File: config.mk
export PLATFORM = sky130hd
export DESIGN_NAME = sent_apb_master_flat
export DESIGN_NICKNAME = d
export VERILOG_FILES = /design/src/rtl/sent_apb_master_if.sv /design/src/rtl/sent_apb_master.sv /design/src/flat_wrapper.sv
export SDC_FILE = /design/constraint.sdc
export NUM_CORES = 1
export LEC_CHECK = 0
export ABC_AREA = 1
export BUFFER_PORTS_ARGS = -buffer_cell sky130_fd_sc_hd__buf_2
export CORE_MARGIN = 2
export CORE_UTILIZATION = 47
export CTS_BUF_LIST = sky130_fd_sc_hd__clkbuf_4
export DETAILED_ROUTE_END_ITERATION = 7
export GPL_ROUTABILITY_DRIVEN = 0
export PLACE_DENSITY = 0.81
export REMOVE_ABC_BUFFERS = 1
export SYNTH_ARGS = -nofsm -noshare
export SYNTH_HDL_FRONTEND = slang
export SYNTH_SLANG_ARGS = --single-unit
File: constraint.sdc
create_clock -name PCLK -period 1.7 [get_ports PCLK]
set_input_delay 0 -clock PCLK [delete_from_list [all_inputs] [get_ports PCLK]]
set_output_delay 0 -clock PCLK [all_outputs]
set_load 0.05 [all_outputs]
File: src/rtl/sent_apb_master_if.sv
// Command/response port and APB requester bus of sent_apb_master.
// The master modport is the requester's view; the slave modport is the
// view of whoever supplies commands and plays the APB completer.
//
// Handshake rules:
//   Command: a command transfers on a rising PCLK edge where cmd_valid_i
//   and cmd_ready_o are both 1.
//   Response: rsp_valid_o is a one-cycle strobe and cannot be stalled.
//   APB: PSELx_o=1/PENABLE_o=0 is SETUP. PSELx_o=1/PENABLE_o=1 is ACCESS.
//   ACCESS completes on the edge where PREADY_i=1.
// fsm_state exposes the requester state for debug and checkers:
//   0 = IDLE, 1 = SETUP, 2 = ACCESS, 3 = RESP.
interface sent_apb_master_if #(
  parameter int ADDRESSWIDTH = 3,
  parameter int DATAWIDTH    = 16
);
  logic                    cmd_valid_i;
  logic                    cmd_ready_o;
  logic                    cmd_write_i;
  logic [ADDRESSWIDTH-1:0] cmd_addr_i;
  logic [DATAWIDTH-1:0]    cmd_wdata_i;
  logic                    rsp_valid_o;
  logic [DATAWIDTH-1:0]    rsp_rdata_o;
  logic                    rsp_err_o;
  logic [ADDRESSWIDTH-1:0] PADDR_o;
  logic [DATAWIDTH-1:0]    PWDATA_o;
  logic                    PWRITE_o;
  logic                    PSELx_o;
  logic                    PENABLE_o;
  logic [DATAWIDTH-1:0]    PRDATA_i;
  logic                    PREADY_i;
  logic [1:0]              fsm_state;

  modport master (
    input  cmd_valid_i, cmd_write_i, cmd_addr_i, cmd_wdata_i, PRDATA_i, PREADY_i,
    output cmd_ready_o, rsp_valid_o, rsp_rdata_o, rsp_err_o,
           PADDR_o, PWDATA_o, PWRITE_o, PSELx_o, PENABLE_o, fsm_state
  );

  modport slave (
    output cmd_valid_i, cmd_write_i, cmd_addr_i, cmd_wdata_i, PRDATA_i, PREADY_i,
    input  cmd_ready_o, rsp_valid_o, rsp_rdata_o, rsp_err_o,
           PADDR_o, PWDATA_o, PWRITE_o, PSELx_o, PENABLE_o, fsm_state
  );
endinterface

File: src/rtl/sent_apb_master.sv
// sent_apb_master: single-command APB requester for the SENT tx/rx register
// ports. Each accepted command runs one SETUP + ACCESS transfer and ends
// with a one-cycle response strobe. All outputs are registered.
// Optional feature: define SENT_APB_MASTER_TIMEOUT_EN to abort an ACCESS
// phase after TIMEOUT consecutive cycles with PREADY_i low. The response
// then has rsp_err_o=1 and rsp_rdata_o=0.
module sent_apb_master #(
  parameter int ADDRESSWIDTH = 3,
  parameter int DATAWIDTH    = 16,
  parameter int TIMEOUT      = 15
) (
  input logic               PCLK,
  input logic               PRESET,
  sent_apb_master_if.master bus
);

  localparam logic [1:0] S_IDLE   = 2'd0;
  localparam logic [1:0] S_SETUP  = 2'd1;
  localparam logic [1:0] S_ACCESS = 2'd2;
  localparam logic [1:0] S_RESP   = 2'd3;

  if (TIMEOUT < 1) begin : g_timeout_range
    $error("sent_apb_master: TIMEOUT must be at least 1");
  end

  logic [1:0]              state;
  logic                    cmd_ready_q;
  logic                    rsp_valid_q;
  logic [DATAWIDTH-1:0]    rsp_rdata_q;
  logic                    rsp_err_q;
  logic [ADDRESSWIDTH-1:0] paddr_q;
  logic [DATAWIDTH-1:0]    pwdata_q;
  logic                    pwrite_q;
  logic                    psel_q;
  logic                    penable_q;

`ifdef SENT_APB_MASTER_TIMEOUT_EN
  localparam int CW = $clog2(TIMEOUT + 1);
  logic [CW-1:0] wait_cnt;
`endif

  // Transfer sequencer: state, APB drive registers and the response registers.
  always_ff @(posedge PCLK) begin
    if (PRESET) begin
      state       <= S_IDLE;
      cmd_ready_q <= 1'b0;
      rsp_valid_q <= 1'b0;
      rsp_rdata_q <= '0;
      rsp_err_q   <= 1'b0;
      paddr_q     <= '0;
      pwdata_q    <= '0;
      pwrite_q    <= 1'b0;
      psel_q      <= 1'b0;
      penable_q   <= 1'b0;
`ifdef SENT_APB_MASTER_TIMEOUT_EN
      wait_cnt    <= '0;
`endif
    end else begin
      rsp_valid_q <= 1'b0;
      case (state)
        S_IDLE: begin
          if (bus.cmd_valid_i && cmd_ready_q) begin
            // The command fields are held on the APB bus until the next handshake.
            paddr_q     <= bus.cmd_addr_i;
            pwdata_q    <= bus.cmd_wdata_i;
            pwrite_q    <= bus.cmd_write_i;
            psel_q      <= 1'b1;
            penable_q   <= 1'b0;
            cmd_ready_q <= 1'b0;
            state       <= S_SETUP;
          end else begin
            // This also raises ready one cycle after reset is released.
            cmd_ready_q <= 1'b1;
          end
        end
        S_SETUP: begin
          penable_q <= 1'b1;
          state     <= S_ACCESS;
`ifdef SENT_APB_MASTER_TIMEOUT_EN
          wait_cnt  <= '0;
`endif
        end
        S_ACCESS: begin
          if (bus.PREADY_i) begin
            rsp_rdata_q <= pwrite_q ? '0 : bus.PRDATA_i;
            rsp_err_q   <= 1'b0;
            rsp_valid_q <= 1'b1;
            psel_q      <= 1'b0;
            penable_q   <= 1'b0;
            state       <= S_RESP;
          end
`ifdef SENT_APB_MASTER_TIMEOUT_EN
          else if (wait_cnt == CW'(TIMEOUT - 1)) begin
            // This is the TIMEOUT-th low sample, so the transfer is abandoned.
            rsp_rdata_q <= '0;
            rsp_err_q   <= 1'b1;
            rsp_valid_q <= 1'b1;
            psel_q      <= 1'b0;
            penable_q   <= 1'b0;
            state       <= S_RESP;
          end else begin
            wait_cnt <= wait_cnt + 1'b1;
          end
`endif
        end
        S_RESP: begin
          cmd_ready_q <= 1'b1;
          state       <= S_IDLE;
        end
        default: begin
          psel_q    <= 1'b0;
          penable_q <= 1'b0;
          state     <= S_IDLE;
        end
      endcase
    end
  end

  assign bus.cmd_ready_o = cmd_ready_q;
  assign bus.rsp_valid_o = rsp_valid_q;
  assign bus.rsp_rdata_o = rsp_rdata_q;
`ifdef SENT_APB_MASTER_TIMEOUT_EN
  assign bus.rsp_err_o   = rsp_err_q;
`else
  assign bus.rsp_err_o   = 1'b0;
`endif
  assign bus.PADDR_o     = paddr_q;
  assign bus.PWDATA_o    = pwdata_q;
  assign bus.PWRITE_o    = pwrite_q;
  assign bus.PSELx_o     = psel_q;
  assign bus.PENABLE_o   = penable_q;
  assign bus.fsm_state   = state;

endmodule

File: src/flat_wrapper.sv
// flat-port wrapper written by rule: the top's interface ports become plain ports
module sent_apb_master_flat 
#(
  parameter int ADDRESSWIDTH = 3,
  parameter int DATAWIDTH    = 16,
  parameter int TIMEOUT      = 15
)
  (PCLK, PRESET, bus_cmd_valid_i, bus_cmd_write_i, bus_cmd_addr_i, bus_cmd_wdata_i, bus_PRDATA_i, bus_PREADY_i, bus_cmd_ready_o, bus_rsp_valid_o, bus_rsp_rdata_o, bus_rsp_err_o, bus_PADDR_o, bus_PWDATA_o, bus_PWRITE_o, bus_PSELx_o, bus_PENABLE_o, bus_fsm_state);
  sent_apb_master_if #(.ADDRESSWIDTH(ADDRESSWIDTH), .DATAWIDTH(DATAWIDTH)) bus_i ();
  input logic PCLK;
  input logic PRESET;
  input wire logic [$bits(bus_i.cmd_valid_i)-1:0] bus_cmd_valid_i;
  input wire logic [$bits(bus_i.cmd_write_i)-1:0] bus_cmd_write_i;
  input wire logic [$bits(bus_i.cmd_addr_i)-1:0] bus_cmd_addr_i;
  input wire logic [$bits(bus_i.cmd_wdata_i)-1:0] bus_cmd_wdata_i;
  input wire logic [$bits(bus_i.PRDATA_i)-1:0] bus_PRDATA_i;
  input wire logic [$bits(bus_i.PREADY_i)-1:0] bus_PREADY_i;
  output wire logic [$bits(bus_i.cmd_ready_o)-1:0] bus_cmd_ready_o;
  output wire logic [$bits(bus_i.rsp_valid_o)-1:0] bus_rsp_valid_o;
  output wire logic [$bits(bus_i.rsp_rdata_o)-1:0] bus_rsp_rdata_o;
  output wire logic [$bits(bus_i.rsp_err_o)-1:0] bus_rsp_err_o;
  output wire logic [$bits(bus_i.PADDR_o)-1:0] bus_PADDR_o;
  output wire logic [$bits(bus_i.PWDATA_o)-1:0] bus_PWDATA_o;
  output wire logic [$bits(bus_i.PWRITE_o)-1:0] bus_PWRITE_o;
  output wire logic [$bits(bus_i.PSELx_o)-1:0] bus_PSELx_o;
  output wire logic [$bits(bus_i.PENABLE_o)-1:0] bus_PENABLE_o;
  output wire logic [$bits(bus_i.fsm_state)-1:0] bus_fsm_state;
  assign bus_i.cmd_valid_i = bus_cmd_valid_i;
  assign bus_i.cmd_write_i = bus_cmd_write_i;
  assign bus_i.cmd_addr_i = bus_cmd_addr_i;
  assign bus_i.cmd_wdata_i = bus_cmd_wdata_i;
  assign bus_i.PRDATA_i = bus_PRDATA_i;
  assign bus_i.PREADY_i = bus_PREADY_i;
  assign bus_cmd_ready_o = bus_i.cmd_ready_o;
  assign bus_rsp_valid_o = bus_i.rsp_valid_o;
  assign bus_rsp_rdata_o = bus_i.rsp_rdata_o;
  assign bus_rsp_err_o = bus_i.rsp_err_o;
  assign bus_PADDR_o = bus_i.PADDR_o;
  assign bus_PWDATA_o = bus_i.PWDATA_o;
  assign bus_PWRITE_o = bus_i.PWRITE_o;
  assign bus_PSELx_o = bus_i.PSELx_o;
  assign bus_PENABLE_o = bus_i.PENABLE_o;
  assign bus_fsm_state = bus_i.fsm_state;
  sent_apb_master #(.ADDRESSWIDTH(ADDRESSWIDTH), .DATAWIDTH(DATAWIDTH), .TIMEOUT(TIMEOUT)) u_core (.PCLK(PCLK), .PRESET(PRESET), .bus(bus_i));
endmodule
==> metrics.txt <==
unrepaired setup endpoints after global routing false; Placed Cells about 330; initial core utilization 0.497; reg2reg setup slack ~270 ps; FF/Latch Area between 800 and 900 sq um; fin crit period around 1400 ps; fraction of layout cells with a size suffix above 1 0.328; synth unique cells 21; Synth area leader dfxtp_1; Worst EP required just under 2000 ps; core area between 3000 and 4000 sq um; PortBufs a little over 80; worst hold path depth 6; WL final around 4.7 mm; max cap viols 0; main flop type after synthesis dfxtp_1; cells on worst reg2reg path 6; CTS root buf clkbuf_4; Ys Warns 0; mapped cell area approximately 1700 sq um; skew final about 10 ps; clock buffer depth 2; Die Span X 64.1 um; Reg clk slew, reported paths ~110 ps; outcome complete, no violations; initial antenna violation count 0; HP Class input port to register; final std cells w/o fill approximately 370; CTS tree yes; worst setup path end u_core.bus.PWDATA_o[0]; Setup crit start kind register; antenna viol nets, final 0; Async S/R FF share, synth 0; post-synth top area share 0.495; Clock Latency Late Sink about 340 ps; vias in the first global route between 1,500 and 2,000; total grt overflow 0; crit share post-route 0.842; wire per inst roughly 13 um; nets 370; Seq/Total Area, Yosys 0.495; Final Max Tran Viols 0; fmax 699 MHz; gr usage total 0.247; Crit Path Class register to register; power per cell area approximately 1400 nW/um^2; Critical Path Sink Type register; H-tree levels 2; Layout fillers between 200 and 300; synth top area cells dfxtp_1 49%, o21ai_0 7.4%, nor3_1 6.2%; io pins between 80 and 90; Synth-to-Final Area Change 49.5%; largest net degree at the start of global routing 23; first-pass GRT wire length just under 8 mm; CP startpoint u_core.bus.fsm_state[0]; EDFF count, synth 0; DRC Markers 0; flops & latches, synth 42; syn avg cell area around 8.1 sq um; TritonRoute pass-1 iters 4; r2r endpoint u_core.bus.PWDATA_o[0]; peak supply drop approximately 850 uV; clock sink total 42; Multi-input gate area 724 sq um; Setup-failing EPs final 0; standard-cell rows 21; Antenna Cells 0; Vias approximately 1,800; RR Startpoint u_core.bus.fsm_state[0]; CP arrival approximately 1700 ps; Final Util 0.744; leakage between 0.001 and 0.0015 uW; CP Max Fanout 21; cts bufs inserted 5; Hold Fails Final Rpt 0; first-iteration detailed-routing DRC count 88; DR vias/cell 4.96; die height about 64 um; detailed placer's ending HPWL between 2 and 3 mm; Mapped Cells 209; die area between 4000 and 5000 sq um
layout by cell type (no fill, tap or decap), drive strengths merged:
| cell type | count |
|---|---|
| inv | 12 |
| clkbuf | 6 |
| buf | 86 |
| nand2 | 29 |
| dfxtp | 42 |
| dlygate4sd3 | 37 |
| a21oi | 3 |
| nand4 | 1 |
| nor3 | 21 |
| nand3 | 18 |
| clkinv | 3 |
| ha | 5 |
| o21ai | 37 |
| conb | 1 |
| nor2 | 25 |
flip-flops by register name, summed over array words and instances (netlist names):
name and flops:
u_core.bus.PWDATA_o 16, u_core.bus.rsp_rdata_o 16, u_core.bus.PADDR_o 3, u_core.bus.fsm_state 2, u_core.bus.PENABLE_o 1, u_core.bus.PSELx_o 1
u_core.bus.PWRITE_o 1, u_core.bus.cmd_ready_o 1, u_core.bus.rsp_valid_o 1
layout make-up:
cell class                 instances  share of cell area
multi-input combinational        140               0.285
clock inverter                     2             0.00345
clock buffer                       6              0.0177
tap                               46              0.0227
sequential                        42               0.331
timing repair buffer             123               0.320
inverter                          13              0.0197
per-stage QoR:
| stage | setup TNS, ps | instance area, sq um | power [uW] | setup slack [ps] | hold slack (ps) |
|---|---|---|---|---|---|
| floorplan | -6150 | 1610 | 2630 | -250 | 69.1 |
| global placement | 0 | 2110 | 3060 | 165 | 187 |
| detailed placement | 0 | 2110 | 3080 | 112 | 190 |
| CTS | 0 | 2530 | 3620 | 88.4 | 44.1 |
| global route | 0 | 2540 | 3850 | 142 | 67.5 |
| finish | 0 | 2540 | 3630 | 269 | 46.2 |
power breakdown:
| part | internal [uW] | switching (uW) | total [uW] |
|---|---|---|---|
| Clock | 172 | 305 | 477 |
| Sequential | 1190 | 116 | 1310 |
| Combinational | 469 | 1380 | 1850 |
worst max-delay path, stage by stage, from the launching register on:
cell	delay [ps]
dfxtp_1	360
inv_1	130
ha_1	180
inv_1	80
nor2_4	370
o21ai_1	130
nor2_1	120
cells by family (layout without fill, tap and decap cells):
family / Yosys count / in the layout / share of synthesized area
buffers and inverters: 27 / 144 / 0.0817
other: 1 / 1 / 0.00221
AND/OR/NAND/NOR: 94 / 94 / 0.247
adder cells (fa/ha/maj): 5 / 5 / 0.0368
flip-flops: 42 / 42 / 0.495
AO/OA/AOI/OAI: 40 / 40 / 0.138
cell usage after synthesis (2+ instances only):
cell type,number
a21oi_1,3
buf_2,7
buf_4,5
dfxtp_1,42
ha_1,5
inv_1,12
nand2_1,26
nand2_2,2
nand3_1,18
nor2_1,24
nor3_1,21
o21ai_0,25
o21ai_1,3
o21ai_2,9
how the worst min path moves through the flow:
stage                      start                 endpoint  slack (ps)
floorplan                 PRESET  u_core.bus.fsm_state[1]          70
global placement          PRESET  u_core.bus.fsm_state[1]         190
detailed placement        PRESET  u_core.bus.fsm_state[1]         190
CTS                 bus_PREADY_i       u_core.bus.PSELx_o          40
global route        bus_PREADY_i       u_core.bus.PSELx_o          70
finish              bus_PREADY_i       u_core.bus.PSELx_o          50
metal layers:
layer,GRT usage,part of all wire
met4,0.133,0.040
met1,0.278,0.40
met2,0.427,0.52
met5,0,0
met3,0.0599,0.039
timing repair:
item / in CTS / in global routing
gates resized for setup: 0 / 1
setup buffers: 0 / 0
setup endpoints to repair: 0 / 20
endpoints found under the hold margin: 37 / 0
hold buffers: 37 / 0
Note: power is estimated with default switching activity, not from simulation.
